## config.mk

```make
export PLATFORM = sky130hd
export DESIGN_NAME = button_conditioner
export DESIGN_NICKNAME = d
export VERILOG_FILES = /design/src/rtl/clock_pkg.sv /design/src/rtl/button_channel.sv /design/src/rtl/button_conditioner.sv
export SDC_FILE = /design/constraint.sdc
export NUM_CORES = 1
export LEC_CHECK = 0
export ABC_AREA = 0
export CAP_MARGIN = 30
export CORE_MARGIN = 10
export CORE_UTILIZATION = 50
export DETAILED_ROUTE_END_ITERATION = 10
export DONT_BUFFER_PORTS = 1
export SYNTH_ARGS = -nofsm -noshare
export SYNTH_HDL_FRONTEND = slang
export SYNTH_HIERARCHICAL = 1
export SYNTH_SLANG_ARGS = --single-unit
```

## constraint.sdc

```tcl
create_clock -name clk -period 6.3 [get_ports clk]
set_input_delay 1.26 -clock clk [delete_from_list [all_inputs] [get_ports clk]]
set_output_delay 1.26 -clock clk [all_outputs]
set_load 0.02 [all_outputs]
```

## src/rtl/clock_pkg.sv

```systemverilog
// Shared timing defaults and channel FSM state encoding for the button front end.
package clock_pkg;

    // Defaults for a 50 MHz system clock.
    localparam int unsigned DEBOUNCE_CYCLES_DEFAULT      = 1_000_000;   // 20 ms
    localparam int unsigned REPEAT_DELAY_CYCLES_DEFAULT  = 25_000_000;  // 500 ms
    localparam int unsigned REPEAT_PERIOD_CYCLES_DEFAULT = 10_000_000;  // 200 ms

    typedef enum logic [1:0] {
        ST_IDLE      = 2'd0,
        ST_FIRE      = 2'd1,
        ST_HOLD_WAIT = 2'd2,
        ST_REPEAT    = 2'd3
    } chan_state_e;

    // Counter width able to hold 0..n-1, never narrower than one bit.
    function automatic int unsigned cnt_width(input int unsigned n);
        return (n < 2) ? 1 : $clog2(n);
    endfunction

    function automatic int unsigned max_u(input int unsigned a, input int unsigned b);
        return (a > b) ? a : b;
    endfunction

endpackage

```

## src/rtl/button_channel.sv

```systemverilog
// One button channel: two-flop synchronizer, debouncer and press/auto-repeat FSM.
// The fire output is combinational; the top level registers it into the pulse.
module button_channel
    import clock_pkg::*;
#(
    parameter int unsigned DEBOUNCE_CYCLES      = DEBOUNCE_CYCLES_DEFAULT,
    parameter int unsigned REPEAT_DELAY_CYCLES  = REPEAT_DELAY_CYCLES_DEFAULT,
    parameter int unsigned REPEAT_PERIOD_CYCLES = REPEAT_PERIOD_CYCLES_DEFAULT,
    parameter bit          ACTIVE_LOW           = 1'b1
) (
    input  logic clk,
    input  logic reset,
    input  logic raw,
    input  logic inhibit,
    output logic level,
    output logic fire
);

    localparam int unsigned DB_W  = cnt_width(DEBOUNCE_CYCLES);
    localparam int unsigned RPT_W = cnt_width(max_u(REPEAT_DELAY_CYCLES, REPEAT_PERIOD_CYCLES));

    localparam logic [DB_W-1:0]  DB_LAST     = DB_W'(DEBOUNCE_CYCLES - 1);
    localparam logic [RPT_W-1:0] DELAY_LAST  = RPT_W'(REPEAT_DELAY_CYCLES - 1);
    localparam logic [RPT_W-1:0] PERIOD_LAST = RPT_W'(REPEAT_PERIOD_CYCLES - 1);

    // Raw pin value when the button is not pressed.
    localparam logic RELEASED_RAW = ACTIVE_LOW;

    logic              sync1_q, sync2_q;
    logic              sync_level;
    logic              db_q;
    logic [DB_W-1:0]   db_cnt_q;
    chan_state_e       state_q, state_d;
    logic [RPT_W-1:0]  rpt_cnt_q, rpt_cnt_d;

    // Two-flop synchronizer, held at the released level in reset.
    always_ff @(posedge clk or posedge reset) begin
        if (reset) begin
            sync1_q <= RELEASED_RAW;
            sync2_q <= RELEASED_RAW;
        end else begin
            sync1_q <= raw;
            sync2_q <= sync1_q;
        end
    end

    assign sync_level = ACTIVE_LOW ? ~sync2_q : sync2_q;

    // Debouncer: accept a new level only after DEBOUNCE_CYCLES consecutive mismatches.
    always_ff @(posedge clk or posedge reset) begin
        if (reset) begin
            db_q     <= 1'b0;
            db_cnt_q <= '0;
        end else if (sync_level != db_q) begin
            if (db_cnt_q == DB_LAST) begin
                db_q     <= sync_level;
                db_cnt_q <= '0;
            end else begin
                db_cnt_q <= db_cnt_q + 1'b1;
            end
        end else begin
            db_cnt_q <= '0;
        end
    end

    assign level = db_q;

    // FSM state and repeat counter registers.
    always_ff @(posedge clk or posedge reset) begin
        if (reset) begin
            state_q   <= ST_IDLE;
            rpt_cnt_q <= '0;
        end else begin
            state_q   <= state_d;
            rpt_cnt_q <= rpt_cnt_d;
        end
    end

    // Next state, repeat counter and fire request.
    always_comb begin
        state_d   = state_q;
        rpt_cnt_d = rpt_cnt_q;
        fire      = 1'b0;
        if (!db_q) begin
            // Release (or never pressed): back to idle, no pulse.
            state_d   = ST_IDLE;
            rpt_cnt_d = '0;
        end else if (inhibit) begin
            // Both buttons held: park in HOLD_WAIT with the delay restarted, so the
            // survivor of a double press waits a full repeat delay before pulsing.
            state_d   = ST_HOLD_WAIT;
            rpt_cnt_d = '0;
        end else begin
            unique case (state_q)
                ST_IDLE: begin
                    // Debounced level high while idle means it has just risen.
                    state_d = ST_FIRE;
                end
                ST_FIRE: begin
                    fire      = 1'b1;
                    state_d   = ST_HOLD_WAIT;
                    rpt_cnt_d = '0;
                end
                ST_HOLD_WAIT: begin
                    if (rpt_cnt_q == DELAY_LAST) begin
                        fire      = 1'b1;
                        state_d   = ST_REPEAT;
                        rpt_cnt_d = '0;
                    end else begin
                        rpt_cnt_d = rpt_cnt_q + 1'b1;
                    end
                end
                ST_REPEAT: begin
                    if (rpt_cnt_q == PERIOD_LAST) begin
                        fire      = 1'b1;
                        rpt_cnt_d = '0;
                    end else begin
                        rpt_cnt_d = rpt_cnt_q + 1'b1;
                    end
                end
                default: begin
                    state_d   = ST_IDLE;
                    rpt_cnt_d = '0;
                end
            endcase
        end
    end

endmodule

```

## src/rtl/button_conditioner.sv

```systemverilog
// Hour inc/dec button conditioner: two debounced auto-repeat channels with
// double-press suppression and registered, mutually exclusive command pulses.
module button_conditioner
    import clock_pkg::*;
#(
    parameter int unsigned DEBOUNCE_CYCLES      = DEBOUNCE_CYCLES_DEFAULT,
    parameter int unsigned REPEAT_DELAY_CYCLES  = REPEAT_DELAY_CYCLES_DEFAULT,
    parameter int unsigned REPEAT_PERIOD_CYCLES = REPEAT_PERIOD_CYCLES_DEFAULT,
    parameter bit          ACTIVE_LOW           = 1'b1
) (
    input  logic clk,
    input  logic reset,
    input  logic btn_inc_raw,
    input  logic btn_dec_raw,
    output logic inc_pulse,
    output logic dec_pulse,
    output logic inc_held,
    output logic dec_held
);

    logic inc_level, dec_level;
    logic inc_fire, dec_fire;
    logic both_held;
    logic inc_pulse_q, dec_pulse_q;

    assign both_held = inc_level & dec_level;

    button_channel #(
        .DEBOUNCE_CYCLES      (DEBOUNCE_CYCLES),
        .REPEAT_DELAY_CYCLES  (REPEAT_DELAY_CYCLES),
        .REPEAT_PERIOD_CYCLES (REPEAT_PERIOD_CYCLES),
        .ACTIVE_LOW           (ACTIVE_LOW)
    ) u_inc (
        .clk     (clk),
        .reset   (reset),
        .raw     (btn_inc_raw),
        .inhibit (both_held),
        .level   (inc_level),
        .fire    (inc_fire)
    );

    button_channel #(
        .DEBOUNCE_CYCLES      (DEBOUNCE_CYCLES),
        .REPEAT_DELAY_CYCLES  (REPEAT_DELAY_CYCLES),
        .REPEAT_PERIOD_CYCLES (REPEAT_PERIOD_CYCLES),
        .ACTIVE_LOW           (ACTIVE_LOW)
    ) u_dec (
        .clk     (clk),
        .reset   (reset),
        .raw     (btn_dec_raw),
        .inhibit (both_held),
        .level   (dec_level),
        .fire    (dec_fire)
    );

    // Register command pulses; block on double press, never back-to-back,
    // and give inc priority so the two can never coincide.
    always_ff @(posedge clk or posedge reset) begin
        if (reset) begin
            inc_pulse_q <= 1'b0;
            dec_pulse_q <= 1'b0;
        end else begin
            inc_pulse_q <= inc_fire & ~both_held & ~inc_pulse_q;
            dec_pulse_q <= dec_fire & ~both_held & ~inc_fire & ~dec_pulse_q;
        end
    end

    assign inc_pulse = inc_pulse_q;
    assign dec_pulse = dec_pulse_q;
    assign inc_held  = inc_level;
    assign dec_held  = dec_level;

endmodule

```

==> results.sh <==
export IMPL_ctsHtreeMaxLevel=3
export IMPL_p_sw_w=0.000286
export IMPL_design_area_um2=6280
export IMPL_status="finished, final reports clean"
export IMPL_ys_types=48
export IMPL_whs_path_depth=0
export IMPL_synth_edf_count=0
export IMPL_critPathMaxStageDelay_ns=0.70
export IMPL_dieHeight_um=128
export IMPL_hold_violations=0
export IMPL_drc=0
export IMPL_grt_pass1_vias=4564
export IMPL_post_synth_cell_area_avg_um2=9.23
export IMPL_synth_most_common_cell="dfrtp_1"
export IMPL_hold_slack_ns=0.359
export IMPL_drv_cap=0
export IMPL_synth_area_leaders="dfrtp_1, xnor2_1, nor2_1"
export IMPL_drive_gt1_frac=0.0632
export IMPL_placed_area_um2=5990
export IMPL_hpwl_um=9050
export IMPL_syn_num_nets=650
export IMPL_syn_area_um2=5850
export IMPL_grt_use_total=0.164
export IMPL_setup_violations=0
export IMPL_cts_resized=0
export IMPL_grt_max_degree=41
export IMPL_clock_fmax_ghz=0.341
export IMPL_gr_total_overflow=0
export IMPL_numClockSinks=102
export IMPL_firstDrtPassIters=5
export IMPL_path_cells="ha_1 -> and4_1 -> nand4_1 -> o41a_1 -> o21ai_1 -> buf_4 -> a21oi_1"
export IMPL_pwr_share_seq=0.541
export IMPL_area_growth_syn_to_layout_pct=7.42
export IMPL_routedWlPerCell_um=17.1
export IMPL_crit_type="register to register"
export IMPL_synth_seq_cells=102
export IMPL_cts_hold_buf=0
export IMPL_drv_slew=0
export IMPL_start_util=0.512
export IMPL_num_vias=4730
export IMPL_post_route_min_period_ns=2.93
export IMPL_clock_path_buffers=2
export IMPL_die_w_um=128
export IMPL_reg2reg_from="u_inc/rpt_cnt_q[0]"
export IMPL_layout_setup_ws_ns=3.37
export IMPL_hold_class="register to register"
export IMPL_grt_pass1_wl_um=22400
export IMPL_cp_required_ns=6.51
export IMPL_nets=644
export IMPL_num_rows=39
export IMPL_ant_nets=0
export IMPL_clk_latency_ns=0.35
export IMPL_drt_iter0_markers=545
export IMPL_vias_per_cell=6.10
export IMPL_p_leak_nw=2.48
export IMPL_crit_path_max_fanout=17
export IMPL_critPathLaunch="u_inc/rpt_cnt_q[0]"
export IMPL_cp_start_kind="register"
export IMPL_ys_top_cells_by_count="dfrtp_1, nor2_1, nand2_1, nand3_1, xnor2_1"
export IMPL_vdd_ir_drop_max_mv=0.242
export IMPL_core_area_um2=11400
export IMPL_max_slew_margin=0.428
export IMPL_p_per_area_nw_per_um2=195
export IMPL_ys_flop_type="dfrtp_1"
export IMPL_end_kind="register"
export IMPL_internal_power_w=0.000942
export IMPL_cts_clk_slew_worst_paths_ns=0.07
export IMPL_yosys_area_top_type="dfrtp_1"
export IMPL_cts_tree="yes"
export IMPL_r2r_cells=7
export IMPL_dieArea_um2=16400
export IMPL_ios=8
export IMPL_ys_seq_area_frac=0.437
export IMPL_yosys_warnings=6
export IMPL_diodes=0
export IMPL_p_sw_frac=0.233
export IMPL_gp_congestion=0.886
export IMPL_rsz0062_at_grt="false"
export IMPL_tns_ns=0
export IMPL_finalCritPeriodShare=0.465
export IMPL_cts_root_buf="clkbuf_16"
export IMPL_cts_made_buffers=9
export IMPL_synth_cells=634
export IMPL_cts_setup_buffers=0
export IMPL_grt_antenna_before_repair=0
export IMPL_async_flop_share=1.00
export IMPL_worstPathArrival_ns=3.14
export IMPL_wl_um=13300
export IMPL_tightest_slew_ns=0.858
export IMPL_synth_top_area_share=0.419
export IMPL_io_buffer_count=0
export IMPL_power_share_clock=0.438
export IMPL_combPwrFrac=0.021
export IMPL_slowest_stage="o41a_1"
export IMPL_preCtsSetupSlack_ns=2.93
export IMPL_hp_start="u_inc/sync1_q"
export IMPL_fin_skew_ns=0.00574
[through the flow]
stage | std cells | util | total power, W
2_1_floorplan | 634 | - | 0.000694
3_3_place_gp | 754 | 0.519 | 0.000700
5_1_grt | 776 | 0.550 | 0.00128
4_1_cts | 775 | 0.550 | 0.00125
6_report | 776 | 0.550 | 0.00123
3_5_place_dp | 759 | 0.525 | 0.000704
[power by group through the flow]
stage                     sequential (W)  combinational [W]  clock [W]
final                           0.000664          0.0000259   0.000538
after global routing            0.000664          0.0000303   0.000583
after CTS                       0.000664          0.0000276   0.000558
after detailed placement        0.000677          0.0000275          0
after global placement          0.000676          0.0000239          0
after floorplan                 0.000675          0.0000185          0
[metal layers]
metal	part of all wire	routed length, um	track usage
met1	0.46	6050	0.212
met2	0.48	6420	0.262
met3	0.045	595	0.0418
met4	0.014	192	0.0510
met5	0	0	0
[cells by family after synthesis]
logic type	after synthesis	share of synthesized area
and+or+nand+nor	313	0.291
DFF	102	0.437
AOI/OAI and AO/OA	100	0.125
xor gates and xnor gates	56	0.0838
buffers and inverters	51	0.0374
adders and majority gates	12	0.0257
[flip-flops by register name, indices dropped and copies added (netlist names)]
register / flops
u_inc/state_q: 2
dec_pulse: 1
u_inc/sync1_q: 1
u_dec/level: 1
u_dec/rpt_cnt_q: 25
inc_pulse: 1
u_dec/sync1_q: 1
u_dec/state_q: 2
u_inc/rpt_cnt_q: 25
u_inc/level: 1
u_inc/db_cnt_q: 20
u_dec/sync2_q: 1
u_inc/sync2_q: 1
u_dec/db_cnt_q: 20
[critical path: cells and delay by family, from the launching register on]
family          cells  cell delay [ns]
flops               1             0.41
simple gates        2             0.56
fa+ha+maj           1             0.21
compound gates      3             1.34
buf+inv             1             0.27
[path summary, 6_finish.rpt]
check,to,slack (ns)
setup / recovery,u_inc/rpt_cnt_q[7],3.37
hold reg to reg,u_inc/sync2_q,0.36
hold / removal,u_inc/sync2_q,0.36
max in group asynchronous,u_inc/sync2_q,4.98
min in group asynchronous,inc_pulse,0.65
setup reg to reg,u_inc/rpt_cnt_q[7],3.37
[placed cells by master (no fill, tap or decap), types with 18 or more instances in the layout]
master,count
xnor2_1,32
nand4_1,22
a21oi_1,20
xor2_1,24
nand3_1,32
and3_1,18
dfrtp_1,98
and4_1,18
nor2_1,68
nor4_1,20
inv_1,23
nand2_1,62
[layout make-up]
cell class	instances	area (um^2)
clock buffers	10	229
clock inverters	6	55.1
fillers	1053	5130
inverters	25	93.8
multi-input cells	481	3070
flip-flops and latches	102	2560
well taps	143	179
repair buffers	9	96.3
Note: power is estimated with default switching activity, not from simulation.
==> RTL edit 1 (same settings) <==
Set the package constant `REPEAT_DELAY_CYCLES_DEFAULT` to 50_000_000 (it was 25_000_000).
--- a/src/rtl/clock_pkg.sv
+++ b/src/rtl/clock_pkg.sv
@@ -4,5 +4,5 @@
     // Defaults for a 50 MHz system clock.
     localparam int unsigned DEBOUNCE_CYCLES_DEFAULT      = 1_000_000;   // 20 ms
-    localparam int unsigned REPEAT_DELAY_CYCLES_DEFAULT  = 25_000_000;  // 500 ms
+    localparam int unsigned REPEAT_DELAY_CYCLES_DEFAULT  = 50_000_000;  // 500 ms
     localparam int unsigned REPEAT_PERIOD_CYCLES_DEFAULT = 10_000_000;  // 200 ms
 
Formal check against the unedited RTL: no difference found for any inputs over 10 cycles, from zero or initial values and one cycle with reset high; that may be too few to reach the edited logic, so the function may still have changed.
==> RTL edit 1 against the original RTL <==
- power grew 0.83%
- largest cell class unchanged
- area after synthesis grew 2.3%
- largest power group unchanged
- wire length grew 0.58%
- utilization grew 0.29 points
- first-iteration DRC count shrank 23%
- worst setup slack gained 0.23 ns
- sequential cell count grew 2
- final area grew 1.8%
- via count grew 1.7%
- combinational power grew 2%
- global-route usage grew 0.67 points
- cell count grew 3.5%
==> RTL edit 1: results (changes against the original RTL) <==
status - complete, no violations
drt first pass iters - 6 (+1)
grt met3 use - 3.303% (-0.87 points)
Max Used Layer - met4
Slowest cell on crit path - a2111oi_1
layout cells sized above 1 - 6.061% (-0.26 points)
VDD IR-drop max - 0.1548 mV (-36%)
row cnt - 39 (unchanged)
M2 GR Usage - 28.35% (+2.1 points)
pin count of the biggest net entering global routing - 31 (-24%)
clkbuf count - 12 (+2)
area grow syn2layout - 6.898%
Critical Path Fanout Max - 25 (+8)
sequential power share - 54.7% (+0.6 points)
XOR/XNOR Fraction of Synth Area - 7.609% (-0.77 points)
met1 usage - 21.65% (+0.47 points)
Rel. slew slack - 30.18% (-13 points)
top cells by area, synth - dfrtp_1, nand2_1, nor2_1
Leak - 2.675 nW (+8.0%)
top cells by count, synth - dfrtp_1, nand2_1, nor2_1, nand3_1, xor2_1
routed len/inst - 16.60 um (-2.8%)
GR Util All Layers - 17.04% (+0.67 points)
Cell Pwr Density - 193.5 mW/mm^2 (-0.96%)
post-synthesis compound-gate area fraction - 11.54% (-0.99 points)
Plain + repair buffers - 6 (-3)
clock skew - 0.007921 ns (+0.002180 ns)
WL met2 - 6476 um (+0.89%)
fraction of area in multi-input gates - 49.26% (+0.34 points)
fillers - 1011 (-4.0%)
Inverters excl. clock - 23 (-8.0%)
Critical Path AT - 2.93 ns (-0.21 ns)
Post-Syn Instances - 670 (+5.7%)
post-synthesis sequential area ratio - 43.56% (-0.15 points)
sequential cell area share - 40.75% (+0.058 points)
#FFs+latches synth - 104 (+2.0%)
CP max stage delay - 0.92 ns (+0.22 ns)
met3 wire length - 495 um (-17%)
WL met1 - 6091 um (+0.73%)
Largest regs - u_dec/rpt_cnt_q (26), u_inc/rpt_cnt_q (26)
Adder-Cell Fraction of Synth Area - 2.926% (+0.36 points)
DR iter-0 viols - 419 (-23%)
Hold WS - 0.3573 ns (-0.001484 ns)
Setup WS pre-CTS - 3.604 ns (+0.6758 ns)
Placed Cells - 787 (+3.7%)
Crit Reg-Reg Endpoint - u_dec/rpt_cnt_q[20]
Vias/cell - 5.993 (-1.7%)
Reg2Reg Launch Point - u_dec/level
#MultiIn Comb - 511 (+6.2%)
Cell Count, Final, Fillers Out - 803 (+3.5%)
Synth Net Count - 688 (+5.8%)
final RePlAce weighted congestion - 0.8322 (-6.0%)
placed inst area - 0.006122 mm^2 (+2.2%)
post-DP HPWL - 9094 um (+0.45%)
sw power - 0.2786 mW (-2.4%)
==> RTL edit 1: cell types whose count changed in the layout (fill, tap and decap cells not counted), moves of 10 or more <==
cell / change
nand2_1: +38
nor2_1: +18
a21oi_1: -16
and4_1: -14
o211ai_1: -12
o221ai_1: +12
o31a_1: +12
xnor2_1: -10
==> RTL edit 1: worst max-delay path by stage <==
stage | start | end | slack (ns) | cells after the start
floorplan | reset | u_dec/db_cnt_q[0] | 3.81 | 1
global placement | u_dec/level | u_dec/rpt_cnt_q[14] | 3.67 | 7
detailed placement | u_dec/level | u_dec/rpt_cnt_q[20] | 3.60 | 7
CTS | u_dec/level | u_dec/rpt_cnt_q[20] | 3.59 | 7
global route | u_dec/level | u_dec/rpt_cnt_q[20] | 3.33 | 7
finish | u_dec/level | u_dec/rpt_cnt_q[20] | 3.60 | 7
==> RTL edit 1: kinds of logic after synthesis <==
logic type	Yosys count
fa+ha+maj	14
buf+inv	55
flops	104
compound gates	82
xor+xnor	52
simple gates	363
==> RTL edit 2 (same settings) <==
Made on the original files. Reset style: synchronous (`reset`), changed in 4 clocked blocks.
--- a/src/rtl/button_channel.sv
+++ b/src/rtl/button_channel.sv
@@ -35,5 +35,5 @@
 
     // Two-flop synchronizer, held at the released level in reset.
-    always_ff @(posedge clk or posedge reset) begin
+    always_ff @(posedge clk) begin
         if (reset) begin
             sync1_q <= RELEASED_RAW;
@@ -48,5 +48,5 @@
 
     // Debouncer: accept a new level only after DEBOUNCE_CYCLES consecutive mismatches.
-    always_ff @(posedge clk or posedge reset) begin
+    always_ff @(posedge clk) begin
         if (reset) begin
             db_q     <= 1'b0;
@@ -67,5 +67,5 @@
 
     // FSM state and repeat counter registers.
-    always_ff @(posedge clk or posedge reset) begin
+    always_ff @(posedge clk) begin
         if (reset) begin
             state_q   <= ST_IDLE;
--- a/src/rtl/button_conditioner.sv
+++ b/src/rtl/button_conditioner.sv
@@ -56,5 +56,5 @@
     // Register command pulses; block on double press, never back-to-back,
     // and give inc priority so the two can never coincide.
-    always_ff @(posedge clk or posedge reset) begin
+    always_ff @(posedge clk) begin
         if (reset) begin
             inc_pulse_q <= 1'b0;
Function: no difference found for any inputs over 10 cycles, from zero or initial values and one cycle with reset high; that may be too few to reach the edited logic, so the function may still have changed.
==> RTL edit 2 against the original RTL <==
- area after synthesis fell by 14%
- sequential cell count did not move
- synthesized cell count fell by 7.7%
- maximum frequency rose by 10%
- largest cell class unchanged
- utilization fell by 0.98 points
- worst hold slack improved by 0.071 ns
- clock skew fell by 0.00075 ns
- first-iteration DRC count fell by 58%
- count of clock-buffer cells in the layout did not move
- worst setup slack improved by 0.27 ns
- final area fell by 16%
- wire length fell by 27%
Power is not compared: it rests on default switching activity, and its combinational part moved more than twofold at a synthesized area within 25%.
==> RTL edit 2: results (changes against the original RTL) <==
final RePlAce weighted congestion - 0.8190 (-7.5%)
Synth Net Count - 605 (-6.9%)
Largest regs - u_dec/rpt_cnt_q (25), u_inc/rpt_cnt_q (25)
Vias/cell - 5.437 (-11%)
total CTS buffers - 9 (unchanged)
Hold Crit Class - flop to flop
Nets - 600 (-6.8%)
top cells by count, synth - nor2_1, dfxtp_1, xnor2_1, nand3_1
VDD IR-drop max - 0.1319 mV
Clock Tree Root - clkbuf_8
Critical Path AT - 2.93 ns (-0.21 ns)
Rel. slew slack - 51.03% (+8.2 points)
ys flop type - dfxtp_1
GR Util All Layers - 14.06% (-2.3 points)
pin count of the biggest net entering global routing - 22 (-46%)
Routed Wire Length - 9709 um (-27%)
number of global-route vias before repair - 3683 (-19%)
Clock Tree Buf Depth - 2 (unchanged)
DR iter-0 viols - 228 (-58%)
initial antenna violation count - 1 (+1)
postcts setup bufs - 0 (unchanged)
Port-buffer cells - 0 (unchanged)
Clock transition at path regs - 0.09 ns (+0.02 ns)
FFs w/ async S/R, synth - 0% (-100 points)
first-pass GRT wire length - 17200 um (-23%)
status - complete, no violations
number of H-tree levels - 3 (unchanged)
Clock Latency Late Sink - 0.36 ns
Critical Path Fanout Max - 7 (-10)
sw frac - 21.37%
layout cells sized above 1 - 7.204% (+0.89 points)
Yosys cell types - 44 (-8.3%)
drt first pass iters - 4 (-1)
placed inst area - 0.005119 mm^2 (-15%)
post-CTS sizing - 0 (unchanged)
post-synthesis sequential area ratio - 40.56% (-3.2 points)
top cells by area, synth - dfxtp_1, xnor2_1, nor2_1
fillers - 982 (-6.7%)
post-DP HPWL - 6742 um (-26%)
Yosys warning count - 6 (unchanged)
clock skew - 0.004988 ns (-0.0007537 ns)
Leak - 1.523 nW
## RTL edit 2: changes by cell type after synthesis, sizes merged, moves of 16 or more
cell,delta
dfxtp,+102
o211ai,-16
dfrtp,-98
nand2,-32
and2,-16
nor2,+37
## RTL edit 2: kinds of logic after synthesis
kind of cell	share of synthesized area (%)
buf+inv	3.728
flops	40.56
mux	0.4473
xor+xnor	13.22
compound gates	7.083
fa+ha+maj	3.976
simple gates	30.99
## RTL edit 2: final timing paths
kind	end	slack (ns)	depth (start not counted)	from
setup / recovery	dec_pulse	3.64	7	u_inc/rpt_cnt_q[9]
hold / removal	u_inc/sync2_q	0.43	1	u_inc/sync1_q
setup reg to reg	dec_pulse	3.64	7	u_inc/rpt_cnt_q[9]
hold reg to reg	u_inc/sync2_q	0.43	1	u_inc/sync1_q
## RTL edit 2: layout make-up
class	instances	area [um^2]	share of cell area [%]
inverter	24	90.09	1.705
sequential	102	2042	38.65
clock buffer	10	137.6	2.605
antenna	1	2.502	0.04736
tap	133	166.4	3.149
timing repair buffer	2	15.01	0.2842
multi-input combinational	441	2805	53.09
clock inverter	4	25.02	0.4736
## RTL edit 2: power by group through the flow
stage	registers, mW	logic, mW	clock network (mW)
floorplan	0.662	0.00382	0
global placement	0.662	0.00437	0
detailed placement	0.662	0.00444	0
CTS	0.647	0.00447	0.381
global route	0.647	0.00522	0.403
finish	0.647	0.00437	0.361
## RTL edit 2: metrics by stage
| stage | hold WS, ns | worst slack [ns] | std cells |
|---|---|---|---|
| 2_1_floorplan | 0.3895 | 3.705 | 585 |
| 3_3_place_gp | 0.3960 | 3.683 | 702 |
| 3_5_place_dp | 0.3936 | 3.656 | 702 |
| 4_1_cts | 0.4307 | 3.630 | 716 |
| 5_1_grt | 0.4501 | 3.487 | 716 |
| 6_report | 0.4296 | 3.641 | 717 |
## RTL edit 2: routing by layer
| metal | track usage [%] | share of wire (%) | vias to the layer above |
|---|---|---|---|
| met5 | 0 | 0 | - |
| met3 | 3.955 | 3.5 | 10 |
| met4 | 5.279 | 1.9 | 0 |
| met2 | 22.08 | 45 | 44 |
| met1 | 18.00 | 49 | 1815 |
| li1 | - | - | 2029 |
## RTL edit 2: critical path: stages (launching register included)
cell and delay, ns:
dfxtp_1 0.37, or4_1 0.51, or4b_4 0.57, nor3_1 0.20
a221oi_1 0.13, a2111oi_0 0.49, nor2_1 0.09, and3_1 0.19
